<file path="config.mk">
export PLATFORM = sky130hd
export DESIGN_NAME = imm_gen_pipe
export DESIGN_NICKNAME = d
export VERILOG_FILES = /design/src/rtl/imm_gen_pipe.sv
export SDC_FILE = /design/constraint.sdc
export NUM_CORES = 1
export LEC_CHECK = 0
export ABC_AREA = 0
export BUFFER_PORTS_ARGS = -buffer_cell sky130_fd_sc_hd__buf_2
export CAP_MARGIN = 5
export CORE_ASPECT_RATIO = 0.6
export CORE_MARGIN = 3
export CORE_UTILIZATION = 35
export CTS_BUF_LIST = sky130_fd_sc_hd__clkbuf_16
export DETAILED_ROUTE_END_ITERATION = 10
export PLACE_DENSITY_LB_ADDON = 0.25
export SYNTH_ARGS = -nofsm -noshare
export SYNTH_HDL_FRONTEND = slang
export SYNTH_SLANG_ARGS = --single-unit
export TNS_END_PERCENT = 30
</file>
<file path="constraint.sdc">
create_clock -name clk -period 9.5 [get_ports clk]
set_clock_uncertainty 0.2 [all_clocks]
set_input_delay 1.9 -clock clk [delete_from_list [all_inputs] [get_ports clk]]
set_output_delay 1.9 -clock clk [all_outputs]
set_load 0.05 [all_outputs]
</file>
<file path="src/rtl/imm_gen_pipe.sv">
// -----------------------------------------------------------------------------
// imm_gen_pipe
//
// Buffered immediate generator for the pipelined RV32I/RV64I datapath. Each
// accepted instruction has its immediate type chosen and its immediate
// sign-extended to XLEN in the same cycle. The result is written into a
// DEPTH-entry FIFO, so decode can run ahead of a stalled execute stage.
//
// Parameters:
//   XLEN        - datapath width, 32 or 64
//   DEPTH       - FIFO entries, power of two, >= 2
//   AUTO_DECODE - 0: type comes from ImmSrc; 1: type decoded from Inst[6:0]
//
// Ports:
//   clk, rst            clock (rising edge), asynchronous active-high reset
//   flush               synchronous clear of all queued entries (wins over push/pop)
//   in_valid/in_ready   input handshake carrying Inst and ImmSrc
//   Inst[31:0]          instruction word
//   ImmSrc[2:0]         immediate type select (ignored when AUTO_DECODE=1)
//   out_valid/out_ready output handshake for the head entry
//   ImmExt[XLEN-1:0]    head entry immediate
//   ImmType[2:0]        head entry type code (same encoding as ImmSrc)
//   count               number of occupied entries
//
// Optional feature (macro IMM_GEN_PIPE_ILLEGAL_EN):
//   illegal             head entry carried an invalid type (0 when out_valid=0)
//   illegal_seen        sticky, set by any push of an invalid type, cleared by rst
//
// Handshake: a transfer happens on a rising edge where valid && ready are both
// high. The producer holds its data stable while valid && !ready. ready never
// depends combinationally on valid. Both in_ready and out_valid come from
// registered state only.
//
// Type codes: 000 I, 001 S, 101 B, 010 U, 110 J; every other code is invalid.
// An invalid code yields immediate 0 and is passed through as ImmType.
// -----------------------------------------------------------------------------
module imm_gen_pipe #(
  parameter int XLEN        = 32,
  parameter int DEPTH       = 2,
  parameter int AUTO_DECODE = 0
) (
  input  logic                     clk,
  input  logic                     rst,
  input  logic                     flush,
  input  logic                     in_valid,
  output logic                     in_ready,
  input  logic [31:0]              Inst,
  input  logic [2:0]               ImmSrc,
  output logic                     out_valid,
  input  logic                     out_ready,
  output logic [XLEN-1:0]          ImmExt,
  output logic [2:0]               ImmType,
  output logic [$clog2(DEPTH):0]   count
`ifdef IMM_GEN_PIPE_ILLEGAL_EN
  ,
  output logic                     illegal,
  output logic                     illegal_seen
`endif
);

  localparam int PW = $clog2(DEPTH);
  localparam int CW = PW + 1;

  localparam logic [2:0] TYPE_I   = 3'b000;
  localparam logic [2:0] TYPE_S   = 3'b001;
  localparam logic [2:0] TYPE_B   = 3'b101;
  localparam logic [2:0] TYPE_U   = 3'b010;
  localparam logic [2:0] TYPE_J   = 3'b110;
  localparam logic [2:0] TYPE_BAD = 3'b111;

  // ---------------------------------------------------------------------------
  // Input side: type selection and immediate formation (combinational)
  // ---------------------------------------------------------------------------
  logic [2:0]      type_sel;
  logic [31:0]     imm32;
  logic            type_valid;
  logic [XLEN-1:0] imm_ext;

  always_comb begin
    type_sel = ImmSrc;
    if (AUTO_DECODE != 0) begin
      case (Inst[6:0])
        7'b0010011, 7'b0000011, 7'b1100111, 7'b1110011: type_sel = TYPE_I;
        7'b0100011:                                     type_sel = TYPE_S;
        7'b1100011:                                     type_sel = TYPE_B;
        7'b0110111, 7'b0010111:                         type_sel = TYPE_U;
        7'b1101111:                                     type_sel = TYPE_J;
        default:                                        type_sel = TYPE_BAD;
      endcase
    end
  end

  // Every format is first built as a 32-bit sign-extended value. The signed
  // cast below then widens it for XLEN=64. For XLEN=32 the cast is a no-op,
  // which is why U-type needs no separate extension path.
  always_comb begin
    imm32      = '0;
    type_valid = 1'b1;
    case (type_sel)
      TYPE_I:  imm32 = {{20{Inst[31]}}, Inst[31:20]};
      TYPE_S:  imm32 = {{20{Inst[31]}}, Inst[31:25], Inst[11:7]};
      TYPE_B:  imm32 = {{19{Inst[31]}}, Inst[31], Inst[7], Inst[30:25], Inst[11:8], 1'b0};
      TYPE_U:  imm32 = {Inst[31:12], 12'b0};
      TYPE_J:  imm32 = {{11{Inst[31]}}, Inst[31], Inst[19:12], Inst[20], Inst[30:21], 1'b0};
      default: type_valid = 1'b0;
    endcase
  end

  assign imm_ext = XLEN'($signed(imm32));

  // ---------------------------------------------------------------------------
  // FIFO state
  // ---------------------------------------------------------------------------
  logic [XLEN-1:0] mem_imm_q  [DEPTH];
  logic [2:0]      mem_type_q [DEPTH];
  logic [PW-1:0]   wr_ptr_q, wr_ptr_d;
  logic [PW-1:0]   rd_ptr_q, rd_ptr_d;
  logic [CW-1:0]   count_q, count_d;
  // Last head value seen while out_valid was high. It drives the outputs
  // while the FIFO is empty, so ImmExt/ImmType hold instead of showing a
  // stale storage slot.
  logic [XLEN-1:0] hold_imm_q, hold_imm_d;
  logic [2:0]      hold_type_q, hold_type_d;

  logic push, pop;

  assign in_ready  = (count_q != CW'(DEPTH));
  assign out_valid = (count_q != '0);

  // flush suppresses both transfers; the instruction offered in that cycle
  // is dropped.
  assign push = in_valid && in_ready && !flush;
  assign pop  = out_valid && out_ready && !flush;

  always_comb begin
    wr_ptr_d    = wr_ptr_q;
    rd_ptr_d    = rd_ptr_q;
    count_d     = count_q;
    hold_imm_d  = hold_imm_q;
    hold_type_d = hold_type_q;

    if (out_valid) begin
      hold_imm_d  = mem_imm_q[rd_ptr_q];
      hold_type_d = mem_type_q[rd_ptr_q];
    end

    if (flush) begin
      wr_ptr_d = '0;
      rd_ptr_d = '0;
      count_d  = '0;
    end else begin
      // DEPTH is a power of two, so pointer overflow is the modulo wrap.
      if (push) wr_ptr_d = wr_ptr_q + PW'(1);
      if (pop)  rd_ptr_d = rd_ptr_q + PW'(1);
      case ({push, pop})
        2'b10:   count_d = count_q + CW'(1);
        2'b01:   count_d = count_q - CW'(1);
        default: count_d = count_q;
      endcase
    end
  end

  always_ff @(posedge clk or posedge rst) begin
    if (rst) begin
      wr_ptr_q    <= '0;
      rd_ptr_q    <= '0;
      count_q     <= '0;
      hold_imm_q  <= '0;
      hold_type_q <= '0;
      for (int i = 0; i < DEPTH; i++) begin
        mem_imm_q[i]  <= '0;
        mem_type_q[i] <= '0;
      end
    end else begin
      wr_ptr_q    <= wr_ptr_d;
      rd_ptr_q    <= rd_ptr_d;
      count_q     <= count_d;
      hold_imm_q  <= hold_imm_d;
      hold_type_q <= hold_type_d;
      if (push) begin
        mem_imm_q[wr_ptr_q]  <= imm_ext;
        mem_type_q[wr_ptr_q] <= type_sel;
      end
    end
  end

  assign ImmExt  = out_valid ? mem_imm_q[rd_ptr_q]  : hold_imm_q;
  assign ImmType = out_valid ? mem_type_q[rd_ptr_q] : hold_type_q;
  assign count   = count_q;

`ifdef IMM_GEN_PIPE_ILLEGAL_EN
  // ---------------------------------------------------------------------------
  // Per-entry illegal flag and sticky illegal_seen
  // ---------------------------------------------------------------------------
  logic mem_ill_q [DEPTH];
  logic illegal_seen_q, illegal_seen_d;

  always_comb begin
    illegal_seen_d = illegal_seen_q;
    if (push && !type_valid) illegal_seen_d = 1'b1;
  end

  always_ff @(posedge clk or posedge rst) begin
    if (rst) begin
      illegal_seen_q <= 1'b0;
      for (int i = 0; i < DEPTH; i++) begin
        mem_ill_q[i] <= 1'b0;
      end
    end else begin
      illegal_seen_q <= illegal_seen_d;
      if (push) mem_ill_q[wr_ptr_q] <= !type_valid;
    end
  end

  assign illegal      = out_valid && mem_ill_q[rd_ptr_q];
  assign illegal_seen = illegal_seen_q;
`else
  // Without the feature the validity decode is only used to zero the
  // immediate; it is kept as a named signal for readability.
  logic unused_type_valid;
  assign unused_type_valid = type_valid;
`endif

endmodule

</file>
---- Yosys cells after proc, flatten, opt, wreduce, memory -nomap -nowiden ----
Index checks and enable logic that the tools add are counted.
word-level totals
  logic and storage cells ................. 57
  bits in registers ....................... 109
  output and inout bits ................... 39
  bits of input ports ..................... 40
cells by class
  equal/unequal tests ..................... 7
  reductions and logical operators ........ 11
  $add $sub $neg .......................... 4
  multiplexer cells ....................... 21
  bitwise operators ....................... 2
  magnitude comparators ................... 3
operators by type and width
  kind                 count
  $mux 32              5
  $pmux 32 s5          1
  $bwmux 64            1
  $demux 32 s1         1
  $mux 3               5
  $bwmux 6             1
  $eq 3x3->1 const B   2
  $reduce_bool 2->1    3
  $logic_and 1x1->1    5
  $ge 2x2->1 const B   2
  $mux 1               4
  $not 1->2            2
  $pmux 2 s2           1
  $demux 3 s1          1
  $eq 3x1->1 const B   1
  $eq 3x2->1 const B   1
  $logic_not 3->1      1
  $reduce_bool 3->1    1
  $add 1x1->1 const B  2
  $add 2x1->2 const B  1
  $eq 2x1->1 const B   1
  $eq 2x2->1 const B   1
  $lt 2x1->1 const B   1
  $mux 2               1
  other kinds (3)      3

---- Depth between registers and ports, before layout ----
Gate-level depths: netlist (run 1).
  word-level depth ........................ 6
  mapped depth ............................ 7
  gate-level depth less buffers ........... 5

---- Worst setup path after synthesis (run 1) ----
OpenSTA, ideal clock, no wires.
  kind .................................... register to output
  start ................................... reg count_q[0], in the netlist count[0]
  end ..................................... out ImmExt[24]
  setup slack ............................. 4948 ps
  path buffers ............................ 2
  arrival ................................. 2452 ps
  cell stages (with the launch flop) ...... 5
  path through ............................ dfrtp_1 or2_2 clkbuf_1 clkbuf_1 a21oi_1
between the ends
  word-level cells in the longest chain between the ends .. 2
ends and longest elaborated chain
  item                    line  text
  from (decl)             118   logic [CW-1:0] count_q, count_d;
  from (signal assigned)  177   count_q <= count_d;
  $reduce_bool 2->1       128   assign out_valid = (count_q != '0);
  via out_valid           49    output logic out_valid,
  $mux 32                 187   assign ImmExt = out_valid ? mem_imm_q[rd_ptr_q] : hold_imm_q;
  to (decl)               51    output logic [XLEN-1:0] ImmExt,
The timed path passes the listed nets, and every way through them passes these cells.

---- Worst setup path in the final report (run 1) ----
  start ................................... reg rd_ptr_q
  end ..................................... out ImmExt[27]
between the ends
  word-level cells in the longest chain between the ends .. 5
ends and longest elaborated chain
  item                                        line  text
  from (decl)                                 117   logic [PW-1:0] rd_ptr_q, rd_ptr_d;
  from (signal assigned)                      176   rd_ptr_q <= rd_ptr_d;
  $not 1->2 (implied by the code)             187
  $mux 32 (implied by the code) (3 in a row)  187
  $mux 32                                     187
Every way passes these cells. The select of a mux whose other input is x is not followed.

==> run summary, run 1 <==
Status - completed
Switch share - 0.355
Post-CTS sizing - 0
Largest net degree at the start of global routing - 72
Antenna diode count - 0
Seq/Total Area, Yosys - 0.545
Final nets - 526
Slew Viols, Final - 0
Relative slew margins - 0.220
Hold Violations, Final - 0
IO Port Bufs - 71
First-pass GRT wire length - 20.8 mm
Endpoints failing setup - 0
Buf/Inv on CP - 1
Overall power - 0.00134 W
CTS Buffer Depth - 2
Rows - 33
Critical Path, Cell by Cell - mux2i_1 -> a21oi_1 -> buf_2
Setup Fix Bufs, Post-CTS - 0
Synth Area per Inst - 11.5 um2
Yosys warns - 0
# hold bufs at CTS - 0
H-Tree Depth - 3
Worst Path Required - 7400 ps
Core ar. - 0.0138 mm2
CP peak stage delay - 1140 ps
Layout cells sized above 1 - 0.248
Vias - 3756
HP Class - reg -> reg
GRT Total Usage - 0.167
DRT Pass-1 Iters - 5
Area contributors post-synth - dfrtp_1 (54%), mux2i_1 (7.2%), a22o_1 (4.9%), a21oi_1 (4.2%), a22oi_1 (3.3%)
Clock insertion delay at the later pin of the skew report - 340 ps
Pleak - 2.53 nW
Post-synth top area cell - dfrtp_1
DR vias/cell - 5.52
CTS Buf Count - 9
Syn nets - 479
Internal power - 0.000861 W
Top-area cell type share of the netlist area - 0.545
Dpl ws - 4810 ps
Clk sinks - 109
Congestion Overflow GR - 0
Reg clk slew, reported paths - 70 ps
Syn Inst Count - 436
Sequential Power Share - 0.443
Crit. End Element - output pin
FFs w/ async S/R, synth - 1.00
Area delta synth->final - 14.8%
Switching pwr - 0.000474 W
Final min period - 4530 ps
Post-route ant nets - 0
RSZ-0062 raised after global routing - no
Multi-input gate area - 0.00207 mm2
Routed wire length - 12.7 mm
Slowest cell on crit path - dfrtp_2
Max Fanout on Critical Path - 36
Initial Utilization - 0.362
DRC - 0
Cell family with most CP delay - flip-flops
#FFs+latches synth - 109
Max-cap violations - 0
Yosys cell types - 40
Crit path kind - reg -> out
CTS tree - done
Post-DR wirelength/cell - 18.7 um
Peak VDD IR - 125 uV
Filler cells - 1329
Post-Layout Cell Count - 680
Die width - 160 um
Chip Height - 98.7 um
Cell area power density - 232 mW/mm2
I/O Pins - 79
Comb pwr share - 0.280
Register area - 0.00273 mm2
CTS Root Cell - clkbuf_16
Fin worst setup slack - 4970 ps
Antenna violations before repair - 0
DIE AREA - 0.0158 mm2
Iteration-0 DRC Markers - 258
Post-DP HPWL - 8.50 mm
Achievable Freq - 0.221 GHz
Setup TNS - 0 ps
Clock power share - 0.278
Post-Synthesis Cell Area - 0.00501 mm2
Global placement routability congestion - 0.772
Vias in the first global route - 3755
Final Cycle Share - 0.477
Worst slew pin tran - 1170 ps
Number of synthesized flops with an enable pin - 0
WP data arrival - 2430 ps
Ys flop type - dfrtp_1
Placed instance count - 664
CP startpoint kind - flip-flop
## sequential cells by signal (all words and copies together) (netlist names)
| signal | cells |
|---|---|
| count | 2 |
| wr_ptr_q | 1 |
| rd_ptr_q | 1 |
| mem_type_q | 6 |
| hold_imm_q | 32 |
| hold_type_q | 3 |
| mem_imm_q | 64 |
## placed cells by master, fill, tap and decap left out, drive strengths merged, types with 3 or more instances in the layout
cell / netlist / layout
nor2b: 3 / 3
o22ai: 11 / 11
inv: 7 / 8
o21ai: 3 / 3
nor2: 37 / 37
nand4: 12 / 12
mux2: 14 / 14
o31ai: 16 / 16
dfrtp: 109 / 109
mux2i: 36 / 36
clkinv: 1 / 6
ha: 3 / 3
o2bb2ai: 12 / 12
a22oi: 22 / 22
nand2: 9 / 9
clkbuf: 27 / 9
a21oi: 42 / 42
a22o: 38 / 38
nand3: 3 / 3
buf: 12 / 75
## cell type report
| class | instances | area share |
|---|---|---|
| clock inverter | 7 | 0.0118 |
| clock buffer | 9 | 0.0392 |
| sequential | 109 | 0.475 |
| tap | 192 | 0.0418 |
| timing repair buffer | 75 | 0.0671 |
| multi-input combinational | 280 | 0.360 |
| inverter | 8 | 0.00566 |
## power by group through the flow
stage	clock network (W)	registers, W	logic [W]
after floorplan	0	0.000583	0.000302
after global placement	0	0.000596	0.000370
after detailed placement	0	0.000600	0.000377
after CTS	0.000382	0.000592	0.000377
after global routing	0.000400	0.000602	0.000404
final	0.000371	0.000591	0.000374
## layer usage
metal,vias up,GRT usage,share of wire
met4,0,0.0413,0.0075
li1,1736,-,-
met2,123,0.239,0.44
met1,1891,0.252,0.48
met3,6,0.0424,0.070
met5,-,0,0
## worst paths after layout
path,start,to,slack (ps),cells past startpoint
worst min register to register,mem_imm_q[5],mem_imm_q[5],290,1
min in group asynchronous,rst,hold_imm_q[24],1470,2
worst max-delay path,rd_ptr_q,ImmExt[27],4970,3
max in group asynchronous,rst,hold_imm_q[11],6480,3
worst max register to register,count[1],mem_type_q[1],6500,4
worst min-delay path,mem_imm_q[5],mem_imm_q[5],290,1
## cells by family after synthesis
group,share of synthesized area
simple gates,0.0717
xor+xnor,0.00175
buf+inv,0.0425
flops,0.545
fa+ha+maj,0.00750
compound gates,0.228
mux,0.103
## through the flow
step / util / hold slack [ps] / instance area, um2
after floorplan: - / 255 / 5010
after global placement: 0.394 / 273 / 5450
after detailed placement: 0.394 / 274 / 5450
after CTS: 0.415 / 297 / 5750
after global routing: 0.415 / 313 / 5750
final: 0.415 / 290 / 5750
## synth_stat cells (2+ instances only)
master and count:
nand3_2 2, buf_6 3, nor2b_1 2, buf_2 8
nand2b_1 2, o2bb2ai_1 12, mux2_2 13, inv_1 7
dfrtp_1 109, or2_2 2, nand3b_1 2, a22o_2 10
o22ai_1 11, a22o_1 28, mux2i_1 36, o21ai_0 3
a21o_1 2, nor2_1 37, a2111oi_4 2, nand4_1 12
a21oi_1 42, ha_1 3, nand2_1 9, o31ai_1 16
clkbuf_1 27, a22oi_1 22
No activity file was read; power rests on OpenSTA's default activity.
==> run 2: changes to the inputs <==
Clock period 9.5 ns to 3.7 ns, I/O delays scaled along.
==> run 2 against run 1 <==
Worst setup slack got worse by 4500 ps. Flip-flop and latch count did not move. Combinational power grew to 2.6 times the previous value. Via count increased by 1.3%. Critical endpoint is now ImmExt[26]. Largest power group unchanged.
==> run summary, run 2 (synthesis gave the netlist of run 1 again) <==
Core ar. - 0.0138 mm2 (unchanged)
RR Startpoint - count[1]
Dpl cell area - 0.00555 mm2 (+1.7%)
Design area - 0.00583 mm2 (+1.4%)
CTS Root Cell - clkbuf_16
Endpoints failing setup - 0 (unchanged)
Max-cap violations - 0 (unchanged)
Crit path kind - reg -> out
CTS Buffer Depth - 2 (unchanged)
Comb pwr share - 0.288 (+0.008)
Vias in the first global route - 3695 (-1.6%)
Max reg flops - 64 (unchanged)
GRT Total Usage - 0.170 (+0.00318)
Reg with most FFs - mem_imm_q
Post-CTS sizing - 0 (unchanged)
First-pass GRT wire length - 21.0 mm (+0.96%)
Crit. End Element - output pin
Worst slew pin tran - 895 ps (-275 ps)
Sequential Power Share - 0.442 (about the same)
Placed instance count - 673 (+1.4%)
Antenna violations before repair - 0 (unchanged)
DR vias/cell - 5.52 (about the same)
Switch share - 0.366 (+0.0109)
DRC - 0 (unchanged)
WP data arrival - 2330 ps (-100 ps)
Die width - 160 um (unchanged)
Post-route ant nets - 0 (unchanged)
Internal power - 0.00217 W (+150%)
Final Cycle Share - 0.884
Routed wire length - 13.1 mm (+2.5%)
Achievable Freq - 0.306 GHz
Worst Path Required - 2760 ps (-4640 ps)
Clock insertion delay at the later pin of the skew report - 350 ps (about the same)
Max Fanout on Critical Path - 21 (-42%)
Clock power share - 0.269 (-0.009)
Antenna diode count - 0 (unchanged)
CTS Buf Count - 9 (unchanged)
# hold bufs at CTS - 0 (unchanged)
Switching pwr - 0.00125 W (+160%)
Area delta synth->final - 16.4%
Setup TNS - 0 ps (unchanged)
Top Registers - mem_imm_q (64), hold_imm_q (32), mem_type_q (6)
Hold Violations, Final - 0 (unchanged)
Chip Height - 98.7 um (unchanged)
Setup Fix Bufs, Post-CTS - 0 (unchanged)
Iteration-0 DRC Markers - 233 (-9.7%)
CTS tree - done
Post-Layout Cell Count - 689 (+1.3%)
Relative slew margins - 0.403 (+0.184)
Commonest non-fill, non-tap cells in the layout - dfrtp_1 (108), buf_2 (71), a21oi_1 (42)
DRT Pass-1 Iters - 5 (unchanged)
Slew Viols, Final - 0 (unchanged)
Final nets - 535 (+1.7%)
H-Tree Depth - 3 (unchanged)
HP Class - in -> async
Worst Setup SP - rd_ptr_q
DIE AREA - 0.0158 mm2 (unchanged)
Clk sinks - 109 (unchanged)
FF-to-FF setup slack - 870 ps (-5630 ps)
I/O Pins - 79 (unchanged)
Cell area power density - 586 mW/mm2 (+150%)
Status - completed
RSZ-0062 raised after global routing - no
Global placement routability congestion - 0.793 (+2.7%)
Final min period - 3270 ps
Largest net degree at the start of global routing - 61 (-15%)
Congestion Overflow GR - 0 (unchanged)
Layout cells sized above 1 - 0.268 (+0.0197)
Post-DR wirelength/cell - 19.0 um (+1.2%)
Worst r2r dst - mem_imm_q[45]
CP startpoint kind - flip-flop
Vias - 3803 (+1.3%)
Reg clk slew, reported paths - 80 ps (about the same)
Most common cell after layout, fill and taps aside - dfrtp_1
Filler cells - 1335 (+0.45%)
IO Port Bufs - 71 (unchanged)
Initial Utilization - 0.362 (unchanged)
Rows - 33 (unchanged)
Peak VDD IR - 276 uV (+120%)
Pleak - 2.56 nW (+1.2%)
Post-DP HPWL - 8.94 mm (+5.3%)
Worst R2R Path Depth - 5 (+1)
run 2: cell count changes in the layout (fill, tap and decap cells not counted), moves of 2 or more:
cell,change
clkinv_4,-3
buf_4,+7
inv_6,+2
clkinv_1,-2
clkinvlp_4,+4
buf_12,+2
run 2: worst max-delay path, stage by stage (launching register included):
cell and delay [ps]:
dfrtp_2 890, buf_12 270, mux2i_1 410, a21oi_1 160, buf_2 240
run 2: how the worst max path moves through the flow:
stage                               end
after global placement    mem_imm_q[17]
after global routing          ImmExt[5]
after detailed placement  mem_imm_q[59]
after CTS                     ImmExt[8]
after floorplan              ImmExt[24]
final                        ImmExt[26]
run 2: final cells by class:
cell class / instances / area [um2] / area share
sequential: 109 / 2730 / 0.468
multi-input combinational: 280 / 2070 / 0.355
timing repair buffer: 84 / 478 / 0.0820
tap: 192 / 240 / 0.0412
clock buffer: 9 / 225 / 0.0386
clock inverter: 7 / 56.3 / 0.00966
inverter: 8 / 33.8 / 0.00580
run 2: per-layer routing:
layer | part of all wire | up-vias | global-route usage
li1 | - | 1744 | -
met1 | 0.50 | 1906 | 0.260
met2 | 0.43 | 138 | 0.241
met3 | 0.064 | 15 | 0.0458
met4 | 0.010 | 0 | 0.0367
met5 | 0 | - | 0
run 2: power by group through the flow:
stage	Sequential [W]	Clock (W)	Combinational [W]
finish	0.00151	0.000920	0.000985
detailed placement	0.00154	0	0.000990
CTS	0.00151	0.000952	0.000993
floorplan	0.00150	0	0.000777
global route	0.00154	0.000994	0.00106
global placement	0.00152	0	0.000976
run 2: metrics by stage:
step / utilization / hold slack (ps) / worst slack (ps) / power [W]
floorplan: - / 255 / 308 / 0.00227
global placement: 0.401 / 274 / 835 / 0.00250
detailed placement: 0.401 / 277 / 751 / 0.00253
CTS: 0.421 / 163 / 484 / 0.00346
global route: 0.421 / 187 / 280 / 0.00359
finish: 0.421 / 169 / 431 / 0.00342
==> run 3: changes to the inputs <==
Settings changed: PLACE_DENSITY from default to 0.56, PLACE_DENSITY_LB_ADDON 0.25 to default.
==> run 3 against run 2 <==
Sequential share of layout area is 0.060 points lower. Combinational power hardly changed. Sequential power hardly changed. Clock-buffer cell count stayed put. Total power is 1.2% higher. Die area stayed put. Worst hold slack better by 130 ps. Critical endpoint is now ImmExt[9].
==> run summary, run 3 (synthesis gave the netlist of run 1 again) <==
Clock insertion delay at the later pin of the skew report - 350 ps (about the same)
Peak VDD IR - 238 uV (-14%)
Rows - 33 (unchanged)
CTS Buf Count - 9 (unchanged)
Max reg flops - 64 (unchanged)
Slew Viols, Final - 0 (unchanged)
Crit path kind - reg -> out
DR vias/cell - 5.47 (-0.93%)
Antenna diode count - 0 (unchanged)
Status - completed
Worst Path Required - 2760 ps (about the same)
Commonest non-fill, non-tap cells in the layout - dfrtp_1 (108), buf_2 (71), a21oi_1 (42)
Die width - 160 um (unchanged)
Routed wire length - 12.9 mm (-1.2%)
Setup TNS - 0 ps (unchanged)
Reg with most FFs - mem_imm_q
Post-CTS sizing - 0 (unchanged)
DRC - 0 (unchanged)
Worst slew pin tran - 870 ps (-25.0 ps)
Fin worst setup slack - 389 ps (-41.7 ps)
FF-to-FF setup slack - 870 ps (about the same)
IO Port Bufs - 71 (unchanged)
Final Cycle Share - 0.895 (+0.0113)
Iteration-0 DRC Markers - 281 (+21%)
Filler cells - 1323 (-0.90%)
Reg clk slew, reported paths - 70 ps (about the same)
Post-DP HPWL - 8.70 mm (-2.7%)
Congestion Overflow GR - 0 (unchanged)
Global placement routability congestion - 0.784 (-1.1%)
DRT Pass-1 Iters - 5 (unchanged)
Vias in the first global route - 3661 (-0.92%)
CTS Root Cell - clkbuf_16
I/O Pins - 79 (unchanged)
Design area - 0.00584 mm2 (+0.13%)
CTS Buffer Depth - 2 (unchanged)
RSZ-0062 raised after global routing - no
Setup Fix Bufs, Post-CTS - 0 (unchanged)
Chip Height - 98.7 um (unchanged)
Core ar. - 0.0138 mm2 (unchanged)
Max-cap violations - 0 (unchanged)
Final min period - 3310 ps (+41.7 ps)
Top Registers - mem_imm_q (64), hold_imm_q (32), mem_type_q (6)
Hold Violations, Final - 0 (unchanged)
Setup crit end - ImmExt[9]
RR Startpoint - count[1]
Worst r2r dst - mem_imm_q[47]
Cell area power density - 592 mW/mm2 (+1.1%)
Antenna violations before repair - 0 (unchanged)
Max Fanout on Critical Path - 39 (+86%)
Vias - 3762 (-1.1%)
Final Core Density - 0.422 (+0.000543)
Largest net degree at the start of global routing - 110 (+80%)
Initial Utilization - 0.362 (unchanged)
CP startpoint kind - flip-flop
Final nets - 535 (unchanged)
Endpoints failing setup - 0 (unchanged)
Worst Setup SP - count[0]
Dpl ws - 746 ps (-5.17 ps)
HP Class - in -> async
First-pass GRT wire length - 20.8 mm (-1.1%)
Relative slew margins - 0.420 (+0.0166)
Post-DR wirelength/cell - 18.8 um (-1.0%)
GRT Total Usage - 0.168 (-0.00182)
Clk sinks - 109 (unchanged)
CTS tree - done
Achievable Freq - 0.302 GHz (-1.3%)
DIE AREA - 0.0158 mm2 (unchanged)
Most common cell after layout, fill and taps aside - dfrtp_1
# hold bufs at CTS - 0 (unchanged)
Pleak - 2.57 nW (+0.33%)
Post-route ant nets - 0 (unchanged)
Crit. End Element - output pin
Area delta synth->final - 16.6%
H-Tree Depth - 3 (unchanged)
Layout cells sized above 1 - 0.264 (-0.00349)
WP data arrival - 2370 ps (+40 ps)
Worst R2R Path Depth - 5 (unchanged)
Dpl cell area - 0.00555 mm2 (unchanged)
## run 3: cell types whose count changed in the layout (fill, tap and decap cells not counted), sizes merged
cell,change
bufinv,+1
clkinv,+2
clkinvlp,-2
inv,-2
## run 3: worst min path at each step
stage,endpoint,slack [ps],cells past startpoint
after floorplan,mem_imm_q[37],260,1
after global placement,mem_imm_q[40],270,1
after detailed placement,mem_imm_q[42],280,1
after CTS,mem_imm_q[8],300,1
after global routing,mem_type_q[2],310,1
final,hold_type_q[0],300,3
## run 3: cell type report
| type | instances | area (um2) | share of cell area |
|---|---|---|---|
| clock buffer | 9 | 225 | 0.0386 |
| clock inverter | 6 | 63.8 | 0.0109 |
| inverter | 8 | 33.8 | 0.00579 |
| multi-input combinational | 280 | 2070 | 0.354 |
| sequential | 109 | 2730 | 0.468 |
| tap | 192 | 240 | 0.0412 |
| timing repair buffer | 84 | 478 | 0.0819 |
## run 3: worst max-delay path, cell delays in order, from the launching register on
cell and delay, ps:
dfrtp_1 480, or2_2 650, buf_4 350, nor2_1 60, a21oi_1 180, buf_2 300
## run 3: stage by stage
| step | hold slack (ps) | std cells | total power, W |
|---|---|---|---|
| 2_1_floorplan | 255 | 436 | 0.00227 |
| 3_3_place_gp | 272 | 673 | 0.00250 |
| 3_5_place_dp | 277 | 673 | 0.00252 |
| 4_1_cts | 300 | 688 | 0.00350 |
| 5_1_grt | 315 | 688 | 0.00364 |
| 6_report | 299 | 688 | 0.00346 |
## run 3: per-layer routing
| metal | GRT usage | routed length [um] | vias to the layer above |
|---|---|---|---|
| met5 | 0 | 0 | - |
| met4 | 0.0427 | 159 | 0 |
| met3 | 0.0508 | 936 | 16 |
| met2 | 0.242 | 5570 | 134 |
| met1 | 0.249 | 6250 | 1871 |
| li1 | - | - | 1741 |
## run 3: report_power, final
part | switching [W] | leakage, nW | internal [W] | total (W)
Combinational | 0.000688 | 1.03 | 0.000296 | 0.000984
Clock | 0.000448 | 0.139 | 0.000522 | 0.000970
Sequential | 0.000100 | 1.40 | 0.00140 | 0.00150
